## config.mk

```make
export PLATFORM = sky130hd
export DESIGN_NAME = id_exe_stage_reg
export DESIGN_NICKNAME = d
export VERILOG_FILES = /design/src/rtl/pipe_pkg.sv /design/src/rtl/load_use_detect.sv /design/src/rtl/id_exe_stage_reg.sv
export SDC_FILE = /design/constraint.sdc
export NUM_CORES = 1
export LEC_CHECK = 0
export BUFFER_PORTS_ARGS = -buffer_cell sky130_fd_sc_hd__buf_2
export CORE_AREA = 10 10 130 132
export DETAILED_ROUTE_END_ITERATION = 10
export DIE_AREA = 0 0 140 142
export GPL_ROUTABILITY_DRIVEN = 0
export PLACE_DENSITY = 0.84
export SLEW_MARGIN = 20
export SYNTH_ARGS = -nofsm -noshare
export SYNTH_HDL_FRONTEND = slang
export SYNTH_HIERARCHICAL = 1
export SYNTH_SLANG_ARGS = --single-unit
```

## constraint.sdc

```tcl
create_clock -name clk -period 3.4 [get_ports clk]
set_input_delay 0.51 -clock clk [delete_from_list [all_inputs] [get_ports clk]]
set_output_delay 0.51 -clock clk [all_outputs]
set_load 0.01 [all_outputs]
```

## src/rtl/pipe_pkg.sv

```systemverilog
// Shared pipeline definitions: field widths, EXE command encodings and the
// ID/EXE stage payload.
package pipe_pkg;

    localparam int unsigned DATA_W = 32;
    localparam int unsigned REG_W  = 5;
    localparam int unsigned CMD_W  = 4;

    // EXE stage ALU commands
    typedef enum logic [CMD_W-1:0] {
        EXE_NOP = 4'd0,
        EXE_MOV = 4'd1,
        EXE_MVN = 4'd9,
        EXE_ADD = 4'd2,
        EXE_ADC = 4'd3,
        EXE_SUB = 4'd4,
        EXE_SBC = 4'd5,
        EXE_AND = 4'd6,
        EXE_ORR = 4'd7,
        EXE_EOR = 4'd8
    } exe_cmd_e;

    // Everything the EXE stage and forwarding unit see from this register
    typedef struct packed {
        logic              valid;
        logic [DATA_W-1:0] pc;
        logic [REG_W-1:0]  src1;
        logic [REG_W-1:0]  src2;
        logic [REG_W-1:0]  st_src;
        logic [REG_W-1:0]  dest;
        logic [DATA_W-1:0] val1;
        logic [DATA_W-1:0] val2;
        logic [DATA_W-1:0] st_val;
        logic [CMD_W-1:0]  cmd;
        logic              wb_en;
        logic              mem_r_en;
        logic              mem_w_en;
    } id_exe_t;

    // A bubble is an all-zero stage
    localparam id_exe_t BUBBLE = '0;

endpackage

```

## src/rtl/load_use_detect.sv

```systemverilog
// Load-use hazard detector (purely combinational).
// Flags when the load currently in EXE writes a register that the
// instruction in ID reads; forwarding cannot cover that distance.
// Ports:
//   exe_valid/exe_mem_r_en/exe_wb_en/exe_dest : registered EXE stage state
//   id_valid, id_src1/2, id_st_src, id_uses_* : ID instruction operand usage
//   hz_c                                      : hazard present this cycle
module load_use_detect
    import pipe_pkg::*;
(
    input  logic             exe_valid,
    input  logic             exe_mem_r_en,
    input  logic             exe_wb_en,
    input  logic [REG_W-1:0] exe_dest,
    input  logic             id_valid,
    input  logic [REG_W-1:0] id_src1,
    input  logic [REG_W-1:0] id_src2,
    input  logic [REG_W-1:0] id_st_src,
    input  logic             id_uses_src1,
    input  logic             id_uses_src2,
    input  logic             id_uses_st,
    output logic             hz_c
);

    logic load_in_exe;
    logic id_reads_dest;

    // r0 is hard-wired, so a load targeting it never blocks anyone
    assign load_in_exe   = exe_valid & exe_mem_r_en & exe_wb_en & (exe_dest != '0);
    assign id_reads_dest = (id_uses_src1 & (id_src1   == exe_dest))
                         | (id_uses_src2 & (id_src2   == exe_dest))
                         | (id_uses_st   & (id_st_src == exe_dest));
    assign hz_c          = load_in_exe & id_valid & id_reads_dest;

endmodule

```

## src/rtl/id_exe_stage_reg.sv

```systemverilog
// ID/EXE pipeline register with load-use interlock.
// Captures the decoded ID instruction, inserts a single bubble on a load-use
// hazard, honours freeze (memory stall) and flush (taken branch), and keeps a
// saturating count of interlock bubbles.
// Ports:
//   clk, rst          : clock, synchronous active-high reset
//   freeze, flush     : global hold / kill of the ID instruction
//   id_*              : decoded ID instruction
//   stall_o           : hold PC and IF/ID this cycle
//   exe_*             : registered stage contents
//   bubble_cnt        : saturating load-use bubble count
module id_exe_stage_reg
    import pipe_pkg::*;
#(
    parameter int unsigned CNT_W = 16
) (
    input  logic              clk,
    input  logic              rst,
    input  logic              freeze,
    input  logic              flush,
    input  logic              id_valid,
    input  logic [DATA_W-1:0] id_pc,
    input  logic [REG_W-1:0]  id_src1,
    input  logic [REG_W-1:0]  id_src2,
    input  logic [REG_W-1:0]  id_st_src,
    input  logic [REG_W-1:0]  id_dest,
    input  logic              id_uses_src1,
    input  logic              id_uses_src2,
    input  logic              id_uses_st,
    input  logic [DATA_W-1:0] id_val1,
    input  logic [DATA_W-1:0] id_val2,
    input  logic [DATA_W-1:0] id_st_val,
    input  logic [CMD_W-1:0]  id_exe_cmd,
    input  logic              id_wb_en,
    input  logic              id_mem_r_en,
    input  logic              id_mem_w_en,
    output logic              stall_o,
    output logic              exe_valid,
    output logic [DATA_W-1:0] exe_pc,
    output logic [REG_W-1:0]  exe_src1,
    output logic [REG_W-1:0]  exe_src2,
    output logic [REG_W-1:0]  exe_st_src,
    output logic [REG_W-1:0]  exe_dest,
    output logic [DATA_W-1:0] exe_val1,
    output logic [DATA_W-1:0] exe_val2,
    output logic [DATA_W-1:0] exe_st_val,
    output logic [CMD_W-1:0]  exe_cmd,
    output logic              exe_wb_en,
    output logic              exe_mem_r_en,
    output logic              exe_mem_w_en,
    output logic [CNT_W-1:0]  bubble_cnt
);

    id_exe_t          stage_q;
    id_exe_t          stage_d;
    id_exe_t          id_stage;
    logic [CNT_W-1:0] cnt_d;
    logic             hz;

    load_use_detect u_load_use_detect (
        .exe_valid    (stage_q.valid),
        .exe_mem_r_en (stage_q.mem_r_en),
        .exe_wb_en    (stage_q.wb_en),
        .exe_dest     (stage_q.dest),
        .id_valid     (id_valid),
        .id_src1      (id_src1),
        .id_src2      (id_src2),
        .id_st_src    (id_st_src),
        .id_uses_src1 (id_uses_src1),
        .id_uses_src2 (id_uses_src2),
        .id_uses_st   (id_uses_st),
        .hz_c         (hz)
    );

    // Freeze already holds upstream, and flush discards the ID slot anyway
    assign stall_o = hz & ~freeze & ~flush;

    // Pack the ID inputs into the stage payload
    always_comb begin
        id_stage          = BUBBLE;
        id_stage.valid    = 1'b1;
        id_stage.pc       = id_pc;
        id_stage.src1     = id_src1;
        id_stage.src2     = id_src2;
        id_stage.st_src   = id_st_src;
        id_stage.dest     = id_dest;
        id_stage.val1     = id_val1;
        id_stage.val2     = id_val2;
        id_stage.st_val   = id_st_val;
        id_stage.cmd      = id_exe_cmd;
        id_stage.wb_en    = id_wb_en;
        id_stage.mem_r_en = id_mem_r_en;
        id_stage.mem_w_en = id_mem_w_en;
    end

    // Next-state priority: flush, freeze, hazard bubble, normal load
    always_comb begin
        stage_d = stage_q;
        cnt_d   = bubble_cnt;
        if (flush) begin
            stage_d = BUBBLE;
        end else if (freeze) begin
            stage_d = stage_q;
        end else if (hz) begin
            stage_d = BUBBLE;
            if (bubble_cnt != {CNT_W{1'b1}}) begin
                cnt_d = bubble_cnt + CNT_W'(1);
            end
        end else if (id_valid) begin
            stage_d = id_stage;
        end else begin
            stage_d = BUBBLE;
        end
    end

    // Stage register and bubble counter
    always_ff @(posedge clk) begin
        if (rst) begin
            stage_q    <= BUBBLE;
            bubble_cnt <= '0;
        end else begin
            stage_q    <= stage_d;
            bubble_cnt <= cnt_d;
        end
    end

    assign exe_valid    = stage_q.valid;
    assign exe_pc       = stage_q.pc;
    assign exe_src1     = stage_q.src1;
    assign exe_src2     = stage_q.src2;
    assign exe_st_src   = stage_q.st_src;
    assign exe_dest     = stage_q.dest;
    assign exe_val1     = stage_q.val1;
    assign exe_val2     = stage_q.val2;
    assign exe_st_val   = stage_q.st_val;
    assign exe_cmd      = stage_q.cmd;
    assign exe_wb_en    = stage_q.wb_en;
    assign exe_mem_r_en = stage_q.mem_r_en;
    assign exe_mem_w_en = stage_q.mem_w_en;

endmodule

```

==> impl_metrics.csv <==
group,metric,value,unit
floorplanning,die-area,19900,um^2
critical_path,rr_startpoint,"exe_dest[2]",
sta,finalHoldViolations,0,
clocking,cts_made_buffers,17,
logic_synthesis,ys_ff_latch,172,
clocking,cts_buffer_depth,2,
power_and_ir_drop,seq_power_share,0.468,
grt,grt_use_total,0.199,
critical_path,worstPathCellList,"xor2_1 -> nor4_2 -> nand3_1 -> a31oi_1 -> buf_4 -> nor3b_2 -> buf_2",
grt,grt_max_degree,117,
logic_synthesis,ys_seq_area_frac,0.556,
power_and_ir_drop,power.switching,1.08,mW
grt,grt-busiest-layer,"met2",
critical_path,critPathKind,"reg2out",
clocking,holdBufCountCts,0,
clocking,cts_root_buf,"clkbuf_16",
clocking,clock_latency,0.42,ns
clocking,post-cts-setup-buffers,0,
sta,slew_viol_final,0,
sta,tightest_slew,0.680,ns
grt,antenna_found_initial,4,
power_and_ir_drop,p_int,3.34,mW
grt,use_met3,0.103,
routing,vias_per_cell,5.30,
power_and_ir_drop,powerDensity,514,nW/um^2
critical_path,crit_buf_inv,2,
floorplanning,dieHeight,142,um
sta,rsz0062_at_grt,"no",
job,maxCapViolCount,0,
place,dp_slack,0.402,ns
clocking,cts-resized-gates,0,
routing,dr.first_iter.drc_count,373,
power_and_ir_drop,vdd_ir_drop_max,0.293,mV
run_status,status,"complete, no violations",
power_and_ir_drop,clockPowerShare,0.452,
critical_path,slowest_stage,"dfxtp_1",
routing,antenna_left,0,
cells_and_area,utilization,0.602,
cells_and_area,area_growth,39.1,%
critical_path,cp_top_family,"simple AND/OR/NAND/NOR gates",
sta,clock-skew-final,0.0119,ns
critical_path,crit_path_start_kind,"register",
critical_path,path_max_fanout,9,
grt,use_met2,0.330,
floorplanning,core_region_area,14300,um^2
place,port_buffers,335,
critical_path,slowest_delay,0.47,ns
routing,routed_wirelength,21300,um
floorplanning,die_w,140,um
logic_synthesis,async_flop_share,0,
power_and_ir_drop,combPwrFrac,0.080,
sta,tns,0,ns
clocking,cts_tree,"yes",
sta,fin_crit_sh,0.876,
critical_path,end_kind,"primary output",
grt,grt_pass1_vias,6106,
logic_synthesis,syn_nets,815,
floorplanning,rows,44,
floorplanning,start_util,0.433,
critical_path,crit_required,2.89,ns
cells_and_area,layout-drive-gt1-share,0.398,
routing,detail_route.wl_per_cell,18.4,um
logic_synthesis,yosys_most_used_dff,"dfxtp_1",
logic_synthesis,syn_inst,651,
grt,grt_overflow,0,
logic_synthesis,yosys_warnings,6,
critical_path,cp.arrival,2.47,ns
routing,drc_errors,0,
clocking,cts.sink_count,172,
critical_path,cp-startpoint,"exe_dest[2]",
clocking,htreeDepth,4,
power_and_ir_drop,p_sw_frac,0.245,
min_path,holdCritPathClass,"in2reg",
floorplanning,ioPinCount,336,
routing,first_pass_iters,5,
sta,fmax,0.336,GHz
logic_synthesis,post_synth.cell_area_avg,9.52,um^2
logic_synthesis,synth_edf_count,0,
min_path,hold_start,"id_exe_cmd[2]",
sta,period_minus_slack,2.98,ns
clocking,clkTransAtPathRegs,0.07,ns
cells_and_area,nNetsFinal,1120,
power_and_ir_drop,p_leak,4.01,nW
routing,via_count,6137,
sta,slew_headroom,0.543,
sta,setup_viol,0,
logic_synthesis,syn_area,6200,um^2
logic_synthesis,synth_cell_types,39,
place,dp_hpwl,15700,um
grt,grt_pass1_wl,32300,um
grt,grt_util_met1,0.209,
sta,setup_slack,0.423,ns
## per-layer routing
metal,wire length (um),vias to the layer above
met2,10500,286
met5,0,-
met3,2550,34
li1,-,2954
met4,558,0
met1,7690,2863
## synthesized netlist by cell type (2+ instances only)
| cell | instances | area, um^2 |
|---|---|---|
| a22oi_1 | 155 | 1160 |
| xnor2_1 | 3 | 26.3 |
| xor2_1 | 12 | 105 |
| nand4_1 | 5 | 31.3 |
| dfxtp_1 | 172 | 3440 |
| or4_1 | 7 | 52.6 |
| nand3_1 | 11 | 55.1 |
| nor4_2 | 2 | 25.0 |
| buf_1 | 7 | 26.3 |
| mux2_2 | 7 | 78.8 |
| and4_1 | 3 | 26.3 |
| nand2b_1 | 2 | 12.5 |
| o31ai_1 | 5 | 37.5 |
| nand2_1 | 3 | 11.3 |
| clkbuf_1 | 46 | 173 |
| and2_1 | 2 | 12.5 |
| a21oi_1 | 15 | 75.1 |
| nor2_1 | 166 | 623 |
| nor3_1 | 2 | 10.0 |
| nor2b_1 | 7 | 43.8 |
## cell families after synthesis
kind of cell	Yosys count	synth area share
muxes	8	0.0143
adders and majority gates	1	0.00202
buffers and inverters	56	0.0353
AOI/OAI and AO/OA	181	0.212
DFF	172	0.556
xor gates and xnor gates	15	0.0212
and+or+nand+nor	218	0.159
## worst register-to-register path, cell delays in order (launching register included)
cell,delay [ns]
dfxtp_1,0.47
xor2_1,0.12
nor4_2,0.28
nand3_1,0.11
a31oi_1,0.19
buf_4,0.16
nand4bb_4,0.12
or4b_1,0.66
or4_1,0.50
a21oi_1,0.15
## power by group through the flow
stage | Combinational [mW] | Clock [mW] | Sequential [mW]
2_1_floorplan | 0.162 | 0 | 2.13
3_3_place_gp | 0.351 | 0 | 2.12
3_5_place_dp | 0.356 | 0 | 2.12
4_1_cts | 0.358 | 2.04 | 2.07
5_1_grt | 0.392 | 2.11 | 2.08
6_report | 0.356 | 2.00 | 2.07
## final timing paths
path                    end  slack (ns)  depth (start not counted)
min              exe_cmd[2]        0.32                          3
max                 stall_o        0.42                          7
max reg2reg  bubble_cnt[15]        0.56                          9
min reg2reg      exe_cmd[1]        0.51                          2
## metrics by stage
| stage | total power [mW] | hold WS (ns) | instance area (um^2) | instances |
|---|---|---|---|---|
| floorplan | 2.30 | 0.508 | 6200 | 651 |
| global placement | 2.47 | 0.482 | 7990 | 1121 |
| detailed placement | 2.47 | 0.494 | 7990 | 1121 |
| CTS | 4.47 | 0.300 | 8610 | 1153 |
| global route | 4.58 | 0.306 | 8620 | 1156 |
| finish | 4.43 | 0.316 | 8620 | 1157 |
## cell type report
| type | instances | area (um^2) |
|---|---|---|
| Inverter | 1 | 3.75 |
| Multi-Input combinational cell | 423 | 2540 |
| Clock inverter | 14 | 175 |
| Clock buffer | 18 | 439 |
| Antenna cell | 4 | 10.0 |
| Tap cell | 184 | 230 |
| Sequential cell | 172 | 3440 |
| Timing Repair Buffer | 341 | 1770 |
| Fill cell | 1189 | 5700 |
## sequential cells by signal, summed over array words and instances (netlist names)
name          count
bubble_cnt       16
exe_valid         1
exe_src1          5
exe_pc           32
exe_src2          5
exe_mem_w_en      1
exe_val1         32
exe_mem_r_en      1
exe_st_val       32
exe_st_src        5
exe_dest          5
exe_cmd           4
exe_wb_en         1
exe_val2         32
## placed cells by master, fill, tap and decap left out, types with 4 or more instances in the layout
| cell type | synthesis | final |
|---|---|---|
| dfxtp_1 | 172 | 172 |
| nand4_1 | 5 | 5 |
| o31ai_1 | 5 | 5 |
| diode_2 | 0 | 4 |
| nand3_1 | 11 | 11 |
| buf_2 | 0 | 334 |
| nor2b_1 | 7 | 7 |
| nor2_1 | 166 | 166 |
| inv_6 | 0 | 4 |
| mux2_2 | 7 | 7 |
| a21oi_1 | 15 | 15 |
| xor2_1 | 12 | 12 |
| a22oi_1 | 155 | 155 |
| or4_1 | 7 | 7 |
| buf_12 | 0 | 4 |
| clkbuf_16 | 0 | 17 |
(Power assumes the default switching activity.)
